===== config.mk =====
export PLATFORM = sky130hd
export DESIGN_NAME = reorder_buffer
export DESIGN_NICKNAME = d
export VERILOG_FILES = /design/src/rtl/reorder_buffer_pkg.sv /design/src/rtl/reorder_buffer.sv
export SDC_FILE = /design/constraint.sdc
export NUM_CORES = 1
export LEC_CHECK = 0
export BUFFER_PORTS_ARGS = -buffer_cell sky130_fd_sc_hd__buf_2
export CAP_MARGIN = 10
export CORE_AREA = 2 2 194 196
export CTS_BUF_LIST = sky130_fd_sc_hd__clkbuf_4 sky130_fd_sc_hd__clkbuf_8
export CTS_CLUSTER_DIAMETER = 80
export DETAILED_ROUTE_END_ITERATION = 10
export DIE_AREA = 0 0 196 198
export HOLD_SLACK_MARGIN = 0.1
export PLACE_DENSITY_LB_ADDON = 0.12
export SLEW_MARGIN = 20
export SYNTH_ARGS = -nofsm -noshare
export SYNTH_HDL_FRONTEND = slang
export SYNTH_SLANG_ARGS = --single-unit

===== constraint.sdc =====
create_clock -name clk -period 3.3 [get_ports clk]
set_input_delay 0.165 -clock clk [delete_from_list [all_inputs] [get_ports clk]]
set_output_delay 0.165 -clock clk [all_outputs]
set_load 0.02 [all_outputs]

===== src/rtl/reorder_buffer_pkg.sv =====
// reorder_buffer_pkg: shared widths and record types for the reorder buffer.
package reorder_buffer_pkg;
    localparam int ROB_WIDTH = 3;
    localparam int REG_WIDTH = 5;
    localparam int ROB_DEPTH = 2**ROB_WIDTH;
    typedef struct packed {
        logic                 valid;
        logic [ROB_WIDTH-1:0] tag;
        logic [31:0]          data;
    } cdb_t;
    typedef struct packed {
        logic                 busy;
        logic                 done;
        logic                 has_dest;
        logic [REG_WIDTH-1:0] arch_num;
        logic [31:0]          data;
    } rob_entry_t;
endpackage


===== src/rtl/reorder_buffer.sv =====
// reorder_buffer: allocates tags at issue, captures CDB results, retires in order and serves bypass lookups.
module reorder_buffer
    import reorder_buffer_pkg::*;
(
    input  logic                      clk,
    input  logic                      reset,
    input  logic                      issue_req,
    input  logic                      issue_has_dest,
    input  logic [REG_WIDTH-1:0]      issue_arch_num,
    output logic                      issue_ready,
    output logic [ROB_WIDTH-1:0]      issue_tag,
    input  logic                      cdb_valid,
    input  logic [ROB_WIDTH-1:0]      cdb_tag,
    input  logic [31:0]               cdb_data,
    input  logic [1:0][ROB_WIDTH-1:0] read_tag,
    output logic [1:0]                read_valid,
    output logic [1:0][31:0]          read_data,
    output logic                      retire,
    output logic                      commit,
    output logic [ROB_WIDTH-1:0]      commit_tag,
    output logic [REG_WIDTH-1:0]      commit_arch_num,
    output logic [31:0]               commit_data,
    output logic [ROB_WIDTH:0]        count
);
    localparam int CW = ROB_WIDTH + 1;

    rob_entry_t           rob_q [ROB_DEPTH];
    rob_entry_t           rob_d [ROB_DEPTH];
    logic [ROB_WIDTH-1:0] head_q, head_d, tail_q, tail_d;
    logic [CW-1:0]        count_q, count_d;
    logic                 do_issue;

    assign issue_ready     = count_q != CW'(ROB_DEPTH);
    assign issue_tag       = tail_q;
    assign do_issue        = issue_req && issue_ready && !reset;
    assign retire          = !reset && rob_q[head_q].busy && rob_q[head_q].done;
    assign commit          = retire && rob_q[head_q].has_dest;
    assign commit_tag      = head_q;
    assign commit_arch_num = rob_q[head_q].arch_num;
    assign commit_data     = rob_q[head_q].data;
    assign count           = count_q;

    always_comb begin
        rob_d = rob_q;
        if (retire) begin
            rob_d[head_q].busy = 1'b0;
            rob_d[head_q].done = 1'b0;
        end
        // The retiring head is already done, so a stray CDB hit on it must not resurrect it.
        if (cdb_valid && rob_q[cdb_tag].busy && !(retire && cdb_tag == head_q)) begin
            rob_d[cdb_tag].done = 1'b1;
            rob_d[cdb_tag].data = cdb_data;
        end
        if (do_issue)
            rob_d[tail_q] = '{busy: 1'b1, done: 1'b0, has_dest: issue_has_dest,
                              arch_num: issue_arch_num, data: '0};
        head_d  = head_q + ROB_WIDTH'(retire);
        tail_d  = tail_q + ROB_WIDTH'(do_issue);
        count_d = count_q + CW'(do_issue) - CW'(retire);
    end

    always_comb begin
        read_valid = '0;
        read_data  = '0;
        for (int i = 0; i < 2; i++) begin
            read_valid[i] = rob_q[read_tag[i]].busy &&
                            (rob_q[read_tag[i]].done || (cdb_valid && cdb_tag == read_tag[i]));
            read_data[i]  = (cdb_valid && cdb_tag == read_tag[i]) ? cdb_data : rob_q[read_tag[i]].data;
        end
    end

    always_ff @(posedge clk) begin
        if (reset) begin
            head_q  <= '0;
            tail_q  <= '0;
            count_q <= '0;
            for (int i = 0; i < ROB_DEPTH; i++)
                rob_q[i] <= '0;
        end else begin
            head_q  <= head_d;
            tail_q  <= tail_d;
            count_q <= count_d;
            rob_q   <= rob_d;
        end
    end
endmodule


---- Word level (Yosys, flattened, before mapping) ----
Index checks and enable logic that the tools add are counted.
word-level totals
  logic and storage cells ................. 115
  flip-flop bits (word level) ............. 330
  input bits .............................. 51
operators by class
  muxes and demuxes ....................... 32
  $add $sub $neg .......................... 4
  equality and inequality tests ........... 4
  reduce and logical (&&, ||, !) cells .... 19
  bitwise operators ....................... 5
  $lt $le $gt $ge ......................... 8
operators with widths
  operator                                                     count
  bitwise mux 320 bit                                          5
  2-to-1 mux 320 bit                                           3
  demux 40 bit (select 3 bit)                                  5
  binary-select mux 40 bit (select 3 bit)                      4
  2-to-1 mux 40 bit                                            10
  2-to-1 mux 32 bit                                            3
  2-to-1 mux 39 bit                                            2
  >= comparator 4 bit (second input constant)                  5
  inverter 3 -> 4 bit                                          5
  logical AND 1 bit                                            15
  less-than comparator 4 x 1 -> 1 bit (second input constant)  3
  == test 3 bit                                                3
  adder 3 x 1 -> 3 bit                                         2
  adder 4 x 1 -> 4 bit                                         1
  inequality test 4 bit (second input constant)                1
  subtractor 4 x 1 -> 4 bit                                    1
  zero test 1 bit                                              2
  logical OR 1 bit                                             2

---- Depth between registers and ports, before layout ----
  depth in word-level cells ............... 13
  gate-level depth with buffers ........... 14

---- Worst setup path after synthesis ----
No wires, ideal clock.
  path kind ............................... flip-flop to flip-flop
  from .................................... reg head_q[0] (netlist: commit_tag[0])
  to ...................................... reg count_q[2] (netlist: count[2])
  required time ........................... 3.172 ns
  stages on the path, launching flop included .. 14
  path buffers ............................ 2
  library setup time ...................... 0.128 ns
  arrival ................................. 2.910 ns
  setup slack ............................. 0.262 ns
  path through ............................ dfxtp_1 buf_6 mux4_1 mux2_4 o2111ai_4 inv_8 buf_12 ha_1 inv_1 ha_1 inv_1 fa_1 xor2_1 nor2_1
on the way
  cells in the longest elaborated chain, start to end .. 7
ends and longest elaborated chain
  item                                         RTL line              source
  from (decl)                                  reorder_buffer.sv:29  logic [ROB_WIDTH-1:0] head_q, head_d, tail_q, tail_d;
  from (signal assigned)                       reorder_buffer.sv:74  head_q <= '0;
  from (signal assigned)                       reorder_buffer.sv:80  head_q <= head_d;
  inverter 3 -> 4 bit (not written as such) *  reorder_buffer.sv:36  assign retire = !reset && rob_q[head_q].busy && rob_q[head_q].done;
  binary-select mux 40 bit (select 3 bit) *    reorder_buffer.sv:36
  2-to-1 mux 40 bit * (2 in a row)             --
  logical AND 1 bit                            reorder_buffer.sv:36
  logical AND 1 bit *                          reorder_buffer.sv:36
  net retire                                   reorder_buffer.sv:18  output logic retire,
  subtractor 4 x 1 -> 4 bit *                  reorder_buffer.sv:59  count_d = count_q + CW'(do_issue) - CW'(retire);
  to (signal assigned)                         reorder_buffer.sv:82  count_q <= count_d;
  to (decl)                                    reorder_buffer.sv:30  logic [CW-1:0] count_q, count_d;
Mark *: on every way through the listed nets, which the timed path passes. The rest lies on a longest branch. The select of a mux whose other input is x is not followed.
A chain may end at the register's enable or synchronous reset.

---- Final worst setup path ----
  from .................................... reg head_q[2] (netlist: commit_tag[2])
  to ...................................... out commit_data[19]
on the way
  cells in the longest elaborated chain, start to end .. 4
ends and longest elaborated chain
  item                                                  RTL line              source
  inverter 3 -> 4 bit (not written as such)             reorder_buffer.sv:40  assign commit_data = rob_q[head_q].data;
  binary-select mux 40 bit (select 3 bit)               reorder_buffer.sv:40
  2-to-1 mux 40 bit (not written as such) (2 in a row)  reorder_buffer.sv:40
  to (decl)                                             reorder_buffer.sv:22  output logic [31:0] commit_data,
No other way between the ends. The select of a mux whose other input is x is not followed.

==> impl_metrics.tcl <==
set metrics [dict create \
    cts_made_buffers 56 \
    min-delay-start "issue_req" \
    nets 2282 \
    grt_start_max_net_pins 67 \
    place_congestion 0.895 \
    power.density_nw_per_um2 408 \
    r2r_setup_slack_ps 530 \
    power.internal_mw 6.71 \
    async_reset_ff_share_pct 0 \
    synth_ff_type "dfxtp_1" \
    leakage_nw 8.40 \
    hp-class "input port to register" \
    io_pins 167 \
    crit_fanout 15 \
    dp_hpwl_um 37900 \
    ff2ff_path_depth 8 \
    slew_violations 0 \
    power_switching_mw 2.49 \
    ctsRootBufferMaster "clkbuf_8" \
    synth_xor_area_share_pct 0.573 \
    status "finished clean" \
    start_kind "register" \
    hold_path_end "issue_tag[0]$_SDFF_PP0_" \
    setup_tns_ps 0 \
    power_frac_clock_pct 44.3 \
    start_util_pct 53.7 \
    end_kind "output pin" \
    first_iter_violations 1819 \
    irDropWorstVdd_v 0.000370 \
    antenna_found_initial 2 \
    synthSimpleGateAreaFrac_pct 15.7 \
    ff_latch_area_um2 6610 \
    report.final.setup_viol 0 \
    seq_power_share_pct 44.1 \
    synth_top_family_by_area "multiplexers" \
    multi_input_comb_area_um2 12100 \
    ys_warn_count 0 \
    p_sw_share_pct 27.1 \
    synth.avg_cell_area_um2 9.39 \
    hold_slack_ps 276 \
    netlist_instances 2115 \
    dr.pass1.iters 7 \
    clock_skew_ps 32.7 \
    synth-compound-area-share_pct 9.57 \
    final_cell_mix "nand2_1, mux2i_1, dfxtp_1, buf_2, a22oi_1" \
    cp_data_arrival_time_ps 2930 \
    worst_r2r_startpoint "commit_tag[2]$_SDFF_PP0_" \
    fmax_mhz 324 \
    die_y_um 198 \
    cts.sink_count 330 \
    setup.worst_path.class "register to output pin" \
    pre_cts_slack_ps 533 \
    overflow 0 \
    hold_depth 5 \
    fillCellCount 3127 \
    core-area_um2 37000 \
    die_w_um 196 \
    wl_per_cell_um 23.8 \
    viasPerCell 6.33 \
    tritoncts "built" \
    grt_first_pass_wirelength_um 97400 \
    synth.distinct_cells 54 \
    grt_pass1_vias 16500 \
    synthAdderAreaFrac_pct 0.668 \
    portBuffers 166 \
    drive_gt1_share_pct 22.6 \
    row_count 71 \
    comb_power_share_pct 11.5 \
    final_common_cell "nand2_1" \
    cp.required_ps 3130 \
    fin_crit_sh_pct 93.7 \
    drv_cap 0 \
    finalHoldViolCount 0 \
    tightest_slew_ps 1030 \
    htree_num_levels 2 \
    relSlewSlack_pct 31.5 \
    timing.rr.end "rob_q[288]$_SDFF_PP0_" \
    clk_pin_slew_worst_paths_ps 60 \
    synth-edff-count 0 \
    drt_wl_total_um 65200 \
    ys_ff_latch 330 \
    grt_usage_pct 32.9 \
    dieArea_um2 38800 \
    rsz0062_at_grt "false" \
    vias 17300 \
    fin_crit_ps 3090 \
    seq_area_frac_synth_pct 33.3 \
    area_delta_synth_final_pct 13.6 \
    synthesis.nets 2176 \
    drc 0 \
    ant_nets 0 \
    fin_ws_ps 209 \
    cts_max_path_buffers 3 \
    netlist_area_um2 19900 \
    insertion_delay_ps 670 \
    synth.area.mux_share_pct 34.1 \
]
[metal layers]
metal	part of all wire (%)	vias to the layer above	global-route usage, %
li1	-	7751	-
met1	40	8402	41.2
met2	47	966	55.0
met3	8.4	210	6.10
met4	4.6	2	16.2
met5	0.017	-	0
[Yosys cell counts (all sizes together) (3+ instances only)]
master   number  share of area [%]
nand3         5               0.13
mux2i       370                 19
a31o          4               0.18
inv          13               0.28
o21ai        79                2.0
nor3          4               0.16
nor4          4               0.25
clkbuf      130                2.5
mux4        135                 15
ha            9               0.57
a21oi        10               0.44
nand2       595                 11
o2bb2ai       6               0.36
a22oi       148                5.6
dfxtp       330                 33
and2         10               0.32
xnor2         8               0.35
nand2b        5               0.16
nand4        37                1.2
nor2         66                1.2
or4b          4               0.20
nor2b         9               0.28
and3          3              0.095
o211ai        3               0.11
and3b         3               0.13
xor2          5               0.22
a211oi        4               0.40
buf          97                3.4
[worst max-delay path by stage]
stage | from | to | slack (ps) | cells after the start
floorplan | commit_tag[0]$_SDFF_PP0_ | count[2]$_SDFF_PP0_ | 260 | 13
global placement | commit_tag[2]$_SDFF_PP0_ | count[2]$_SDFF_PP0_ | 540 | 11
detailed placement | commit_tag[2]$_SDFF_PP0_ | count[2]$_SDFF_PP0_ | 530 | 11
CTS | commit_tag[2]$_SDFF_PP0_ | commit_data[31] | 10 | 7
global route | commit_tag[2]$_SDFF_PP0_ | commit_data[19] | 110 | 7
finish | commit_tag[2]$_SDFF_PP0_ | commit_data[19] | 210 | 7
[power by group through the flow]
| stage | clock network (mW) | registers (mW) | logic (mW) |
|---|---|---|---|
| floorplan | 0 | 4.15 | 0.690 |
| global placement | 0 | 4.15 | 0.994 |
| detailed placement | 0 | 4.15 | 1.02 |
| CTS | 4.13 | 4.06 | 1.05 |
| global route | 4.32 | 4.06 | 1.13 |
| finish | 4.08 | 4.06 | 1.06 |
[per-stage QoR]
stage	utilization, %	total power, mW	instance area [um^2]	cells
after floorplan	-	4.84	19900	2115
after global placement	56.4	5.14	20900	2592
after detailed placement	56.4	5.16	20900	2592
after CTS	60.9	9.25	22500	2733
after global routing	61.0	9.52	22600	2737
final	61.0	9.21	22600	2737
[registers in the layout (all words and copies together) (netlist names)]
| signal | cells |
|---|---|
| issue_tag | 3 |
| count | 4 |
| rob_q | 320 |
| commit_tag | 3 |
[repair_timing]
action                     in CTS  in global routing
setup buffers                   0                  3
hold endpoints to repair      320                  0
setup endpoints to repair       0                 22
hold buffers                   42                  0
gates resized for setup         0                  3
[final cells by class]
type                            count  area share, %
Clock buffer                       88           5.01
Timing Repair Buffer              275           8.65
Sequential cell                   330           29.3
Antenna cell                        1         0.0111
Tap cell                          474           2.63
Inverter                           13          0.250
Multi-Input combinational cell   1545           53.7
Clock inverter                     11          0.483
[critical path, stage by stage, from the launching register on]
cell and delay, ps:
dfxtp_1 500, buf_4 240, nor2b_1 260, and2_4 330, buf_4 360, a22oi_1 150, nand4_1 230, buf_2 200
[kinds of logic after synthesis]
group / count (synthesis)
XOR/XNOR: 13
AND/OR/NAND/NOR: 752
adder cells (fa/ha/maj): 10
multiplexers: 507
AO/OA/AOI/OAI: 263
flip-flops: 330
buffers and inverters: 240
Note: power is estimated with default switching activity, not from simulation.
